===== src/rtl/dataflow_seq_pkg.sv =====
// rtl/dataflow_seq_pkg.sv - shared types and constants for the two-stage run sequencer
package dataflow_seq_pkg;

    typedef enum logic [1:0] {
        IDLE = 2'd0,
        RUN  = 2'd1,
        DONE = 2'd2
    } seq_state_t;

    localparam int STAGE_PAD  = 0;
    localparam int STAGE_CONV = 1;

    // Width of a counter that must hold 0..depth inclusive.
    function automatic int token_w(input int depth);
        return $clog2(depth + 1);
    endfunction

endpackage


===== src/rtl/stall_watchdog.sv =====
// rtl/stall_watchdog.sv - consecutive-blocked-cycle counter for one pipeline stage
module stall_watchdog #(
    parameter int WDOG_W     = 20,
    parameter int WDOG_LIMIT = 100000
) (
    input  logic clock,
    input  logic reset,
    input  logic enable,
    input  logic blk,
    input  logic clear,
    output logic stall_hit
);

    localparam logic [WDOG_W-1:0] LIMIT    = WDOG_W'(WDOG_LIMIT);
    localparam logic [WDOG_W-1:0] LIMIT_M1 = WDOG_W'(WDOG_LIMIT - 1);

    logic [WDOG_W-1:0] r_cnt;

    // Fires on the cycle whose closing edge brings the count to the limit,
    // so the parent's sticky bit lands on that same edge.
    assign stall_hit = enable & blk & (r_cnt >= LIMIT_M1);

    always_ff @(posedge clock or posedge reset) begin
        if (reset) begin
            r_cnt <= '0;
        end else if (clear) begin
            r_cnt <= '0;
        end else if (enable) begin
            if (!blk) begin
                r_cnt <= '0;
            end else if (r_cnt != LIMIT) begin
                r_cnt <= r_cnt + WDOG_W'(1);
            end
        end
    end

endmodule


===== src/rtl/dataflow_stage_sequencer.sv =====
// rtl/dataflow_stage_sequencer.sv - multi-frame run controller for the pad/conv pipeline
module dataflow_stage_sequencer
    import dataflow_seq_pkg::*;
#(
    parameter int TOKEN_DEPTH = 2,
    parameter int FRAME_W     = 16,
    parameter int WDOG_W      = 20,
    parameter int WDOG_LIMIT  = 100000
) (
    input  logic                              clock,
    input  logic                              reset,
    input  logic                              ap_start,
    input  logic [FRAME_W-1:0]                frame_count,
    output logic                              ap_ready,
    output logic                              ap_done,
    output logic                              ap_idle,
    output logic                              s0_start,
    input  logic                              s0_ready,
    input  logic                              s0_blk,
    output logic                              s1_start,
    input  logic                              s1_ready,
    input  logic                              s1_done,
    input  logic                              s1_blk,
    output logic [token_w(TOKEN_DEPTH)-1:0]   tokens,
    output logic [FRAME_W-1:0]                frames_done,
    output logic                              stall,
    output logic [1:0]                        stall_stage
);

    localparam int                 TOKEN_W = token_w(TOKEN_DEPTH);
    localparam logic [TOKEN_W-1:0] TOK_MAX = TOKEN_W'(TOKEN_DEPTH);

    seq_state_t          r_state;
    seq_state_t          w_next;
    logic [FRAME_W-1:0]  r_n;
    logic [FRAME_W-1:0]  r_issued0;
    logic [FRAME_W-1:0]  r_issued1;
    logic [FRAME_W-1:0]  r_frames_done;
    logic [TOKEN_W-1:0]  r_tokens;
    logic [1:0]          r_stall_stage;

    logic                w_run;
    logic                w_accept;
    logic                w_hs0;
    logic                w_hs1;
    logic                w_last;
    logic [1:0]          w_blk;
    logic [1:0]          w_hit;

    assign w_run    = (r_state == RUN);
    assign w_accept = (r_state == IDLE) & ap_start;

    // Start requests depend only on registered state; the token count
    // stands in for the stage-0 -> stage-1 start FIFO.
    assign s0_start = w_run & (r_issued0 < r_n) & (r_tokens < TOK_MAX);
    assign s1_start = w_run & (r_tokens != '0) & (r_issued1 < r_n);
    assign w_hs0    = s0_start & s0_ready;
    assign w_hs1    = s1_start & s1_ready;
    assign w_last   = w_run & s1_done & ((r_frames_done + FRAME_W'(1)) == r_n);

    assign tokens      = r_tokens;
    assign frames_done = r_frames_done;
    assign stall_stage = r_stall_stage;
    assign stall       = |r_stall_stage;

    always_comb begin
        w_next   = r_state;
        ap_ready = 1'b0;
        ap_done  = 1'b0;
        ap_idle  = 1'b0;
        case (r_state)
            IDLE: begin
                ap_idle = 1'b1;
                if (ap_start) begin
                    ap_ready = 1'b1;
                    w_next   = (frame_count != '0) ? RUN : DONE;
                end
            end
            RUN: begin
                if (w_last) begin
                    w_next = DONE;
                end
            end
            DONE: begin
                ap_done = 1'b1;
                w_next  = IDLE;
            end
            default: w_next = IDLE;
        endcase
    end

    always_ff @(posedge clock or posedge reset) begin
        if (reset) begin
            r_state       <= IDLE;
            r_n           <= '0;
            r_issued0     <= '0;
            r_issued1     <= '0;
            r_frames_done <= '0;
            r_tokens      <= '0;
            r_stall_stage <= '0;
        end else begin
            r_state <= w_next;
            if (w_accept) begin
                r_n           <= frame_count;
                r_issued0     <= '0;
                r_issued1     <= '0;
                r_frames_done <= '0;
                r_tokens      <= '0;
                r_stall_stage <= '0;
            end else if (w_run) begin
                if (w_hs0) begin
                    r_issued0 <= r_issued0 + FRAME_W'(1);
                end
                if (w_hs1) begin
                    r_issued1 <= r_issued1 + FRAME_W'(1);
                end
                case ({w_hs0, w_hs1})
                    2'b10:   r_tokens <= r_tokens + TOKEN_W'(1);
                    2'b01:   r_tokens <= r_tokens - TOKEN_W'(1);
                    default: r_tokens <= r_tokens;
                endcase
                if (s1_done) begin
                    r_frames_done <= r_frames_done + FRAME_W'(1);
                end
                if (w_hit[STAGE_PAD]) begin
                    r_stall_stage[STAGE_PAD] <= 1'b1;
                end
                if (w_hit[STAGE_CONV]) begin
                    r_stall_stage[STAGE_CONV] <= 1'b1;
                end
            end
        end
    end

    assign w_blk[STAGE_PAD]  = s0_blk;
    assign w_blk[STAGE_CONV] = s1_blk;

    for (genvar g = 0; g < 2; g++) begin : g_wdog
        stall_watchdog #(
            .WDOG_W     (WDOG_W),
            .WDOG_LIMIT (WDOG_LIMIT)
        ) u_wdog (
            .clock     (clock),
            .reset     (reset),
            .enable    (w_run),
            .blk       (w_blk[g]),
            .clear     (w_accept),
            .stall_hit (w_hit[g])
        );
    end

endmodule


===== config.mk =====
export PLATFORM = sky130hd
export DESIGN_NAME = dataflow_stage_sequencer
export DESIGN_NICKNAME = d
export VERILOG_FILES = /design/src/rtl/dataflow_seq_pkg.sv /design/src/rtl/stall_watchdog.sv /design/src/rtl/dataflow_stage_sequencer.sv
export SDC_FILE = /design/constraint.sdc
export NUM_CORES = 1
export LEC_CHECK = 0
export CORE_MARGIN = 4
export CORE_UTILIZATION = 54
export DETAILED_ROUTE_END_ITERATION = 8
export PLACE_DENSITY = 0.77
export SYNTH_ARGS = -nofsm -noshare
export SYNTH_HDL_FRONTEND = slang
export SYNTH_SLANG_ARGS = --single-unit

===== constraint.sdc =====
create_clock -name clock -period 3.45 [get_ports clock]
set_clock_uncertainty 0.15 [all_clocks]
set_input_delay 0.5175 -clock clock [delete_from_list [all_inputs] [get_ports clock]]
set_output_delay 0.5175 -clock clock [all_outputs]
set_load 0.005 [all_outputs]

### Word level (Yosys, flattened, before mapping)

Cells that the tools add are included.

| operators by class | value |
|---|---|
| add/subtract/negate cells | 7 |
| $lt $le $gt $ge | 5 |
| eq/ne operators | 11 |
| muxes and demuxes | 32 |
| bitwise operators | 13 |
| reduce and logical (&&, ||, !) cells | 20 |

Operators by type and width:

| cell | number |
|---|---|
| $mux W20 | 8 |
| $mux W16 | 9 |
| $add A16 B1 Y16 const B | 3 |
| $add A20 B1 Y20 const B | 2 |
| $ge A20 B17 Y1 const B | 2 |
| $ne A20 B17 Y1 const B | 2 |
| $lt A16 B16 Y1 | 2 |
| $reduce_and A2 Y1 | 9 |
| $eq A16 B16 Y1 | 1 |
| $reduce_bool A16 Y1 | 1 |
| $mux W2 | 7 |
| $reduce_bool A2 Y1 | 7 |
| $and A1 B1 Y1 | 13 |
| $pmux W2 S2 | 2 |
| $mux W1 | 6 |
| $ne A3 B1 Y1 const B | 2 |
| $eq A2 B1 Y1 const B | 2 |
| $eq A2 B2 Y1 const B | 2 |
| $ne A2 B2 Y1 const B | 2 |
| $reduce_bool A3 Y1 | 1 |
| $add A2 B1 Y2 const B | 1 |
| $logic_not A2 Y1 | 1 |
| $lt A2 B2 Y1 const B | 1 |
| $reduce_or A2 Y1 | 1 |
| $sub A2 B1 Y2 const B | 1 |

| word-level totals | value |
|---|---|
| bits in registers | 110 |
| input port bits | 24 |
| output and inout bits | 26 |
| word-level logic and storage cells | 98 |

### Depth between registers and ports, before layout

| logic depth | value |
|---|---|
| depth after elaboration | 8 |
| gate-level depth with buffers | 12 |
| gate-level depth less buffers | 11 |

### By module

A second synthesis with hierarchy kept.

| unflattened totals | value |
|---|---|
| cells, all modules | 799 |
| area, all modules | 7109.3 um^2 |

By module, submodules not included:

| module | times used | cells an instance | area each (um^2) | sequential area each (um^2) |
|---|---|---|---|---|
| dataflow_stage_sequencer | 1 | 499 | 4439.3 | 1751.7 |
| stall_watchdog | 2 | 150 | 1335.0 | 500.5 |

### Least setup slack after synthesis

No wires, ideal clock.

| timing | value |
|---|---|
| kind | register to register |
| start point | register r_n[13] |
| end point | register r_tokens[1], in the netlist tokens[1] |
| library setup time | 0.140 ns |
| data arrival time | 2.706 ns |
| data required time | 3.160 ns |
| slack | 0.455 ns |
| stages on the path, launching flop included | 11 |
| path buffers | 1 |
| period minus slack after synthesis | 2.995 ns |
| cells stage by stage | dfrtp_1 > inv_1 > ha_1 > a21o_1 > a21o_1 > a2111oi_2 > o211ai_4 > clkbuf_1 > ha_1 > o311ai_0 > o41ai_1 |

| on the way | value |
|---|---|
| word-level cells in the longest chain between the ends | 8 |
| elaborated cells on any way between the ends | 14 |
| classes of those cells | 2 x order compare; 2 x eq/ne; 3 x mux; 5 x bitwise; 2 x reduce/logical |

RTL lines:

| what | RTL line | text |
|---|---|---|
| start, declared | dataflow_stage_sequencer.sv:35 | `logic [FRAME_W-1:0] r_n;` |
| start signal, assigned | dataflow_stage_sequencer.sv:104 | `r_n <= frame_count;` |
| $lt A16 B16 Y1 | dataflow_stage_sequencer.sv:55 | `assign s0_start = w_run & (r_issued0 < r_n) & (r_tokens < TOK_MAX);` |
| $and A1 B1 Y1 (2 in a row) | dataflow_stage_sequencer.sv:55 |  |
| $and A1 B1 Y1 | dataflow_stage_sequencer.sv:57 | `assign w_hs0 = s0_start & s0_ready;` |
| $eq A2 B1 Y1 / $eq A2 B2 Y1 (equally long branches) | dataflow_stage_sequencer.sv:117 | `case ({w_hs0, w_hs1})` |
| $pmux W2 S2 | dataflow_stage_sequencer.sv:117 |  |
| $mux W2 | dataflow_stage_sequencer.sv:110 | `end else if (w_run) begin` |
| $mux W2 | dataflow_stage_sequencer.sv:103 | `if (w_accept) begin` |
| end signal, assigned | dataflow_stage_sequencer.sv:118 | `2'b10: r_tokens <= r_tokens + TOKEN_W'(1);` |
| end signal, assigned | dataflow_stage_sequencer.sv:119 | `2'b01: r_tokens <= r_tokens - TOKEN_W'(1);` |
| end signal, assigned | dataflow_stage_sequencer.sv:120 | `default: r_tokens <= r_tokens;` |
| end, declared | dataflow_stage_sequencer.sv:39 | `logic [TOKEN_W-1:0] r_tokens;` |

Several ways; a longest one is shown, not always the timed one. The select of a mux whose other input is x is not followed.
A chain may end at the register's enable or synchronous reset.

### Worst setup path in the final report

| timing | value |
|---|---|
| start point | register r_n[9] |
| end point | output s0_start |

| on the way | value |
|---|---|
| word-level cells in the longest chain between the ends | 3 |

RTL lines:

| what | RTL line | text |
|---|---|---|
| $lt A16 B16 Y1 | dataflow_stage_sequencer.sv:55 |  |
| $and A1 B1 Y1 (2 in a row) | dataflow_stage_sequencer.sv:55 |  |
| end, declared | dataflow_stage_sequencer.sv:17 | `output logic s0_start,` |

Every way passes these cells.

==> metrics.cfg <==
[run_status]
status=finished, final reports clean

[clock_network]
insertion_delay_ns=0.36
clk_pin_slew_ns=0.07
cts_hold_buf=0
cts_buffer_depth=2
clockRootBuffer=clkbuf_16
cts_tree=done
cts_sinks=110
cts_made_buffers=9
cts.htree.levels=3

[placement]
gp_congestion=0.894
portBuffers=49
dp_hpwl_mm=12.4

[yosys]
synth_nets=822
synth-seq-area-share_pct=40.8
ys.warnings.count=0
ys_async_sr_fraction_pct=100
synthDistinctLibCells=57
synth_flop_cell=dfrtp_1
synth_area_sq_um=6750
syn_area_per_cell_sq_um=8.88
synth-edff-count=0
ys_ff_latch=110
syn_inst=760

[timing]
slew_viol_final=0
setup_viol=0
fmax_mhz=297
hold_viol_final=0
min_period_ns=3.37
relSlewSlack_pct=51.5
setup-tns-final_ns=0
rsz0062_at_grt=no
finalCritPeriodShare_pct=97.7
worst_pin_slew_ns=0.721

[floorplanning]
rows=40
die_y_um=120
die_w_um=120
core_area_sq_um=12100
ios=50
die-area_sq_um=14300
start_util_pct=55.7

[grt]
use_met1_pct=32.5
grt_max_degree=65
grt_use_met2_pct=39.8
overflow=0
grt_util_met3_pct=3.16
grt_usage_pct=24.3
grt_pass1_wl_mm=28.2
antenna_found_initial=0
busiest_layer=met2
grt_pass1_vias=5845

[layout]
drive_above_1_share_pct=5.88
area_growth_pct=16.4
fill_cells=1005
final_nets=873
final_common_cell=dfrtp_1
post-route-util_pct=64.9
diodes=0
final_cell_mix=dfrtp_1 (110), nand2_1 (76), nor2_1 (69)

[setup_path]
startpoint_type=register
end_kind=output pin
cp_max_fo=3
critPathArrivalTime_ns=2.70
worstPathRequired_ns=2.78
critPathKind=reg2out

[drt]
drt_iter0_markers=575
wire_per_inst_um=17.3
drt_pass1_iterations=5
ant_nets=0
via_count=5959
wirelength_mm=17.1
viasPerCell=6.06
drcViolationCount=0

[min_path]
min_path_type=in2async

[pwr]
powerDensity_nw_per_um2=582
peakVddDrop_mv=0.255
total_power_mw=4.57
leakagePower_nw=3.33

[flow_run]
cap_violations=0

-- stage by stage --
| stage | hold slack (ns) | instance area, sq um | std cells | setup WS, ns |
|---|---|---|---|---|
| floorplan | 0.313 | 6750 | 760 | 0.455 |
| global placement | 0.339 | 7470 | 964 | 0.418 |
| detailed placement | 0.352 | 7470 | 964 | 0.282 |
| CTS | 0.324 | 7810 | 980 | -0.0542 |
| global route | 0.356 | 7860 | 984 | 0.0159 |
| finish | 0.327 | 7860 | 984 | 0.0798 |
-- metal layers --
layer / up-vias / wire, um
li1: 2851 / -
met3: 31 / 925
met2: 206 / 8220
met1: 2871 / 7510
met4: 0 / 402
met5: - / 0
-- sequential cells by signal, summed over array words and instances, names as in the netlist --
| signal | cells |
|---|---|
| frames_done | 16 |
| g_wdog.u_wdog.r_cnt | 40 |
| tokens | 2 |
| r_n | 16 |
| r_state | 2 |
| r_issued1 | 16 |
| stall_stage | 2 |
| r_issued0 | 16 |
-- worst max-delay path, cell delays in order (launching register included) --
cell and delay, ns:
dfrtp_1 0.40, inv_1 0.15, ha_1 0.27, a21o_1 0.18
a21oi_1 0.15, nor2b_1 0.09, a2111oi_4 0.36, o21a_1 0.22
clkdlybuf4s50_1 0.51
-- kinds of logic (layout without fill, tap and decap cells) --
logic type / Yosys count / in the layout / synth area share (%)
multiplexers: 5 / 5 / 0.742
XOR/XNOR: 59 / 59 / 7.66
buffers and inverters: 62 / 118 / 3.50
AO/OA/AOI/OAI: 176 / 176 / 17.2
flip-flops: 110 / 110 / 40.8
adder cells (fa/ha/maj): 38 / 38 / 7.05
AND/OR/NAND/NOR: 310 / 310 / 23.0
-- cell usage after synthesis (all sizes together), types with 17 or more instances --
cell type	n	share of area (%)
dfrtp	110	41
nand2	76	4.2
nor2	69	3.8
o21ai	65	4.8
nand3	42	3.1
ha	38	7.0
a21oi	34	2.5
inv	34	1.9
xnor2	33	4.3
xor2	26	3.4
clkbuf	22	1.2
nand4	21	1.9
nor3	20	1.6
o31ai	17	1.9
-- power by group --
| part | leakage, nW | internal (mW) | total, mW | switching [mW] |
|---|---|---|---|---|
| clock network | 0.163 | 0.681 | 1.16 | 0.478 |
| logic | 1.68 | 0.708 | 1.68 | 0.969 |
| registers | 1.48 | 1.49 | 1.74 | 0.248 |
-- final cells by class --
type | instances | area (sq um) | area share [%]
Timing Repair Buffer | 68 | 646 | 8.22
Sequential cell | 110 | 2750 | 35.0
Clock inverter | 4 | 77.6 | 0.987
Multi-Input combinational cell | 588 | 3780 | 48.2
Clock buffer | 12 | 256 | 3.26
Tap cell | 168 | 210 | 2.68
Inverter | 34 | 131 | 1.67
-- worst paths after layout --
path                                                         from                                     end  slack, ns  cells past startpoint
setup / recovery                               r_n[9]$_DFFE_PP0P_                                s0_start       0.08                      8
hold / removal                                              reset   g_wdog[0].u_wdog.r_cnt[7]$_DFFE_PP0P_       0.33                      2
setup reg to reg                               r_n[9]$_DFFE_PP0P_                   tokens[1]$_DFFE_PP0P_       0.31                     11
hold reg to reg            g_wdog[0].u_wdog.r_cnt[13]$_DFFE_PP0P_  g_wdog[0].u_wdog.r_cnt[13]$_DFFE_PP0P_       0.37                      1
max in group asynchronous                                   reset               r_issued0[11]$_DFFE_PP0P_       2.08                      3
min in group clock         g_wdog[0].u_wdog.r_cnt[13]$_DFFE_PP0P_  g_wdog[0].u_wdog.r_cnt[13]$_DFFE_PP0P_       0.37                      1
-- repair_timing --
action,CTS,global route
setup endpoints to repair,2,2
pin swaps,1,5
cloned,0,0
buffers inserted,0,4
gates resized for setup,1,5
No activity file was read; power rests on OpenSTA's default activity.
